$ cat config.mk
export PLATFORM = sky130hd
export DESIGN_NAME = wash_cycle_ctrl
export DESIGN_NICKNAME = d
export VERILOG_FILES = /design/src/rtl/wm_pkg.sv /design/src/rtl/wm_phase_timer.sv /design/src/rtl/wash_cycle_ctrl.sv
export SDC_FILE = /design/constraint.sdc
export NUM_CORES = 1
export LEC_CHECK = 0
export CORE_ASPECT_RATIO = 0.6
export CORE_MARGIN = 2
export CORE_UTILIZATION = 49
export CTS_BUF_LIST = sky130_fd_sc_hd__clkbuf_4 sky130_fd_sc_hd__clkbuf_8
export CTS_CLUSTER_SIZE = 20
export DETAILED_ROUTE_END_ITERATION = 8
export DONT_BUFFER_PORTS = 1
export PLACE_DENSITY_LB_ADDON = 0.08
export REMOVE_ABC_BUFFERS = 1
export SYNTH_ARGS = -nofsm -noshare
export SYNTH_HDL_FRONTEND = slang
export SYNTH_SLANG_ARGS = --single-unit
$ cat constraint.sdc
create_clock -name clk -period 1.7 [get_ports clk]
set_input_delay 0.34 -clock clk [delete_from_list [all_inputs] [get_ports clk]]
set_output_delay 0.34 -clock clk [all_outputs]
set_load 0.005 [all_outputs]
$ cat src/rtl/wm_pkg.sv
// Shared definitions for the washing-machine sequencer: state encoding and
// the clamp used when latching the requested number of wash passes.
package wm_pkg;

   typedef enum logic [2:0] {
      ST_IDLE  = 3'd0,
      ST_SOAK  = 3'd1,
      ST_WASH  = 3'd2,
      ST_RINSE = 3'd3,
      ST_SPIN  = 3'd4,
      ST_DRAIN = 3'd5
   } wm_state_e;

   // A request of 0 means one pass; anything above the maximum is capped.
   function automatic int unsigned clamp_passes(input int unsigned req,
                                                input int unsigned max_p);
      if (req == 0) begin
         return 1;
      end else if (req > max_p) begin
         return max_p;
      end else begin
         return req;
      end
   endfunction

endpackage

$ cat src/rtl/wm_phase_timer.sv
// Down-counting phase timer. A load sets the count; while enabled it counts
// down to zero and raises done on the enabled cycle in which it reads zero.
module wm_phase_timer #(
   parameter int CNT_W = 8
) (
   input  logic             clk,
   input  logic             rst,
   input  logic             load,
   input  logic [CNT_W-1:0] load_val,
   input  logic             en,
   output logic             done
);

   logic [CNT_W-1:0] timer_q;
   logic [CNT_W-1:0] timer_d;

   // Load has priority over counting; a disabled timer holds its value.
   always_comb begin
      timer_d = timer_q;
      if (load) begin
         timer_d = load_val;
      end else if (en && (timer_q != '0)) begin
         timer_d = timer_q - CNT_W'(1);
      end
   end

   // Timer register with asynchronous active-low reset.
   always_ff @(posedge clk or negedge rst) begin
      if (!rst) begin
         timer_q <= '0;
      end else begin
         timer_q <= timer_d;
      end
   end

   assign done = en && (timer_q == '0);

endmodule

$ cat src/rtl/wash_cycle_ctrl.sv
// Washing-machine sequencer: IDLE -> SOAK -> (WASH -> RINSE) x N -> SPIN -> IDLE.
// Optional feature macro WM_DRAIN_EN inserts a DRAIN phase before SPIN.
module wash_cycle_ctrl
   import wm_pkg::*;
#(
   parameter int CNT_W      = 8,
   parameter int SOAK_CYC   = 10,
   parameter int WASH_CYC   = 30,
   parameter int RINSE_CYC  = 10,
   parameter int SPIN_CYC   = 10,
   parameter int DRAIN_CYC  = 4,
   parameter int MAX_PASSES = 3,
   localparam int PASS_W    = $clog2(MAX_PASSES + 1)
) (
   input  logic              clk,
   input  logic              rst,
   input  logic              coin_insert,
   input  logic [PASS_W-1:0] passes_req,
   input  logic              lid,
   input  logic              abort,
   output logic [2:0]        state_o,
   output logic              busy,
   output logic [PASS_W-1:0] pass_cnt,
   output logic              lid_pause,
   output logic              laundry_done,
   output logic              aborted
);

   // State entered after the last rinse or after an abort.
`ifdef WM_DRAIN_EN
   localparam wm_state_e POST_WASH_ST = ST_DRAIN;
`else
   localparam wm_state_e POST_WASH_ST = ST_SPIN;
`endif

   wm_state_e         state_q, state_d;
   logic [PASS_W-1:0] pass_cnt_q, pass_cnt_d;
   logic [PASS_W-1:0] passes_tgt_q, passes_tgt_d;
   logic              aborted_q, aborted_d;
   logic              busy_q, busy_d;
   logic              laundry_done_q, laundry_done_d;

   logic              tmr_load;
   logic [CNT_W-1:0]  tmr_load_val;
   logic              tmr_en;
   logic              tmr_done;
   logic [PASS_W:0]   pass_next_w;

   assign pass_next_w = (PASS_W+1)'(pass_cnt_q) + (PASS_W+1)'(1);

   // Next-state, pass bookkeeping and done-pulse logic; abort beats timer done.
   always_comb begin
      state_d        = state_q;
      pass_cnt_d     = pass_cnt_q;
      passes_tgt_d   = passes_tgt_q;
      aborted_d      = aborted_q;
      laundry_done_d = 1'b0;
      case (state_q)
         ST_IDLE: begin
            if (coin_insert) begin
               state_d      = ST_SOAK;
               passes_tgt_d = PASS_W'(clamp_passes(int'(passes_req), MAX_PASSES));
               pass_cnt_d   = '0;
               aborted_d    = 1'b0;
            end
         end
         ST_SOAK: begin
            if (abort) begin
               state_d   = POST_WASH_ST;
               aborted_d = 1'b1;
            end else if (tmr_done) begin
               state_d = ST_WASH;
            end
         end
         ST_WASH: begin
            if (abort) begin
               state_d   = POST_WASH_ST;
               aborted_d = 1'b1;
            end else if (tmr_done) begin
               state_d = ST_RINSE;
            end
         end
         ST_RINSE: begin
            if (abort) begin
               state_d   = POST_WASH_ST;
               aborted_d = 1'b1;
            end else if (tmr_done) begin
               if (pass_cnt_q < PASS_W'(MAX_PASSES)) begin
                  pass_cnt_d = pass_cnt_q + PASS_W'(1);
               end
               if (pass_next_w < (PASS_W+1)'(passes_tgt_q)) begin
                  state_d = ST_WASH;
               end else begin
                  state_d = POST_WASH_ST;
               end
            end
         end
`ifdef WM_DRAIN_EN
         ST_DRAIN: begin
            if (tmr_done) begin
               state_d = ST_SPIN;
            end
         end
`endif
         ST_SPIN: begin
            if (tmr_done) begin
               state_d        = ST_IDLE;
               laundry_done_d = 1'b1;
            end
         end
         default: begin
            state_d = ST_IDLE;
         end
      endcase
   end

   // Timer reload on every phase change, with the duration of the phase entered.
   always_comb begin
      tmr_load     = (state_d != state_q);
      tmr_load_val = '0;
      case (state_d)
         ST_SOAK:  tmr_load_val = CNT_W'(SOAK_CYC - 1);
         ST_WASH:  tmr_load_val = CNT_W'(WASH_CYC - 1);
         ST_RINSE: tmr_load_val = CNT_W'(RINSE_CYC - 1);
         ST_SPIN:  tmr_load_val = CNT_W'(SPIN_CYC - 1);
         ST_DRAIN: tmr_load_val = CNT_W'(DRAIN_CYC - 1);
         default:  tmr_load_val = '0;
      endcase
   end

   assign busy_d = (state_d != ST_IDLE);
   assign tmr_en = busy_q && !lid;

   wm_phase_timer #(
      .CNT_W (CNT_W)
   ) u_timer (
      .clk      (clk),
      .rst      (rst),
      .load     (tmr_load),
      .load_val (tmr_load_val),
      .en       (tmr_en),
      .done     (tmr_done)
   );

   // Controller state and registered outputs, asynchronous active-low reset.
   always_ff @(posedge clk or negedge rst) begin
      if (!rst) begin
         state_q        <= ST_IDLE;
         pass_cnt_q     <= '0;
         passes_tgt_q   <= PASS_W'(1);
         aborted_q      <= 1'b0;
         busy_q         <= 1'b0;
         laundry_done_q <= 1'b0;
      end else begin
         state_q        <= state_d;
         pass_cnt_q     <= pass_cnt_d;
         passes_tgt_q   <= passes_tgt_d;
         aborted_q      <= aborted_d;
         busy_q         <= busy_d;
         laundry_done_q <= laundry_done_d;
      end
   end

   assign state_o      = state_q;
   assign busy         = busy_q;
   assign pass_cnt     = pass_cnt_q;
   assign aborted      = aborted_q;
   assign laundry_done = laundry_done_q;
   assign lid_pause    = lid && busy_q;

endmodule

==> metrics <==
status complete, but fails checks; violated checks negative setup slack; post-synth top area share 37.5%; Syn Area/Cell 9.54 um2; Post-route DRC 0; setup TNS -0.382 ns; Root Driver clkbuf_8; Synth cell types 46; Final Max Tran Viols 0; Sink Count 18; maximum clock rate 545 MHz; maximum VDD drop 797 uV; Worst Path Required 1.85 ns; first-pass GRT wire length 3970 um; htree depth 1; CTS clk-pin slew, worst paths 0.07 ns; Core Rows 13; routed vias/inst 6.05; crit-path max FO 3; HPWL after DPL 2010 um; r2r startpoint u_timer.timer_q[0]; number of DRC markers in iteration 0 124; unrepaired setup endpoints after global routing true; worst flop-to-flop path endpoint u_timer.timer_q[5]; Worst setup EP type flip-flop; clk_skew 0.00152 ns; Worst-Skew Late Latency 0.26 ns; Area Overhead vs Synth 32.9%; Startpoint Class flip-flop; Avg WL per Cell 17.2 um; # diodes 0; top cells by count, synth dfrtp_1, nor2_1, inv_1, nand2_1, nand3_1; vias in the first global route 799; Filler Cell Count 159; Min Hold Slack 0.149 ns; initial antenna violation count 0; CP Data Arrival Time 1.98 ns; path type of the worst min-delay path primary input to flip-flop; share of cells above drive strength 1 35.2%; endpoints failing hold 0; # nets final 157; Primary FF master, synth dfrtp_1; clk buf depth 2; FFs w/ async S/R, synth 100%; Slew @ Worst Pin 0.850 ns; Synth area leader dfrtp_1; Final setup violation count 6; IO Port Bufs 0; # IOs 16; most numerous cell in the Yosys netlist dfrtp_1; Placeable Area 2180 um2; PD cells 1580 nW/um2; GPL Wtd Cong 0.825; via count 1,058; post-route minimum period 1.83 ns; post-synthesis cell count 119; critical path class flip-flop to flip-flop; worst reg2reg setup slack -0.13 ns; TritonCTS clock tree built; FF+latch count, synth 18; Tcrit/Tclk final 108%; Reg2Reg Depth 6; Hold Startpoint passes_req[1]; Routed WL 3010 um; pre-CTS WS -0.111 ns; leak pwr 0.652 nW; Mapped Area 1130 um2; Die ar. 2730 um2; Final ANT Viol Nets 0; Post-synth EDFFs 0; Initial Util 52.1%; WHS Path Cells 1; Max-Slew Margin vs Limit 43.2%; All-Layer GR Usage 21.2%; post-synthesis sequential area ratio 39.8%; final worst setup slack -0.134 ns; grt total ovfl 0; Synth area leaders dfrtp_1, nor2_1, inv_1; Detailed Routing Iterations Pass 1 4; largest net degree at the start of global routing 19; total CTS buffers 3; YS warnings 0; max cap viols 0; Die Span Y 41.3 um; chip width 66.1 um; Worst Hold Path EP passes_tgt_q[0]
## worst max-delay path: stages (launching register included)
cell and delay [ns]:
dfrtp_1 0.41, buf_6 0.13, or4_4 0.50, a2111oi_4 0.33, buf_4 0.18, xnor2_2 0.10
nor2_1 0.07
## power breakdown
| group | internal [mW] | total (mW) | switching, mW |
|---|---|---|---|
| combinational | 0.652 | 1.34 | 0.688 |
| sequential | 0.564 | 0.718 | 0.154 |
| clock | 0.183 | 0.327 | 0.145 |
## routing by layer
metal | GRT usage (%) | share of wire, % | routed length, um | up-vias
met5 | 0 | 0 | 0 | -
met4 | 4.59 | 0.53 | 16 | 0
met3 | 7.42 | 10 | 307 | 4
met2 | 26.5 | 41 | 1250 | 53
met1 | 33.2 | 48 | 1440 | 509
li1 | - | - | - | 492
## cell type report
cell class                      instances  area [um2]  share of cell area (%)
Multi-Input combinational cell         86         719                    47.7
Sequential cell                        18         452                    30.0
Timing Repair Buffer                   26         209                    13.9
Clock buffer                            4        48.8                    3.24
Inverter                               11        41.3                    2.74
Tap cell                               30        37.5                    2.49
## stage by stage
| step | instance area, um2 | power, mW | std cells | utilization, % |
|---|---|---|---|---|
| 2_1_floorplan | 1120 | 1.31 | 115 | - |
| 3_3_place_gp | 1300 | 1.68 | 164 | 59.6 |
| 3_5_place_dp | 1300 | 1.70 | 164 | 59.6 |
| 4_1_cts | 1370 | 2.08 | 170 | 62.9 |
| 5_1_grt | 1510 | 2.50 | 175 | 69.2 |
| 6_report | 1510 | 2.38 | 175 | 69.2 |
## layout by cell type (no fill, tap or decap), types with 2 or more instances in the layout
master     n
a21oi_2    2
o31ai_2    2
nor2b_1    4
nand2_1    5
a21oi_1    2
o21ai_0    3
o21a_1     2
a211oi_1   3
dfrtp_1   17
a31oi_1    3
ha_1       2
mux2i_1    2
nor3b_1    2
xnor2_1    2
o211ai_1   2
inv_2      2
and2_1     2
o22ai_1    3
nand3_1    4
nor2_1    11
buf_4     22
inv_1      9
buf_6      3
clkbuf_8   3
## timing repair
item / 4_1_cts / 5_1_grt
hold buffers: 1 / 0
setup buffers: 1 / 4
endpoints found under the setup margin: 8 / 14
resized for setup: 2 / 21
pin swaps: 1 / 7
hold endpoints to repair: 18 / 0
cloned: 0 / 1
## worst max path at each step
stage	cells after the start	start	endpoint	slack, ns
global placement	8	u_timer.timer_q[0]	u_timer.timer_q[2]	-0.14
global route	6	u_timer.timer_q[0]	u_timer.timer_q[5]	-0.21
floorplan	6	u_timer.timer_q[0]	u_timer.timer_q[2]	-0.53
detailed placement	8	u_timer.timer_q[0]	u_timer.timer_q[5]	-0.11
CTS	8	u_timer.timer_q[0]	u_timer.timer_q[2]	-0.11
finish	6	u_timer.timer_q[0]	u_timer.timer_q[5]	-0.13
## kinds of logic (layout without fill, tap and decap cells)
group / count (synthesis) / count (layout) / synth area share [%]
AOI/OAI and AO/OA: 34 / 34 / 22.4
xor gates and xnor gates: 3 / 3 / 2.32
adders and majority gates: 4 / 4 / 5.07
buffers and inverters: 15 / 41 / 5.07
DFF: 18 / 18 / 39.8
muxes: 3 / 3 / 2.65
and+or+nand+nor: 42 / 42 / 22.7
## state kept, by name, summed over array words and instances, names as in the netlist
register / flops
busy: 1
passes_tgt_q: 2
u_timer.timer_q: 8
aborted: 1
state_o: 3
pass_cnt: 2
laundry_done: 1
Note: power is estimated with default switching activity, not from simulation.
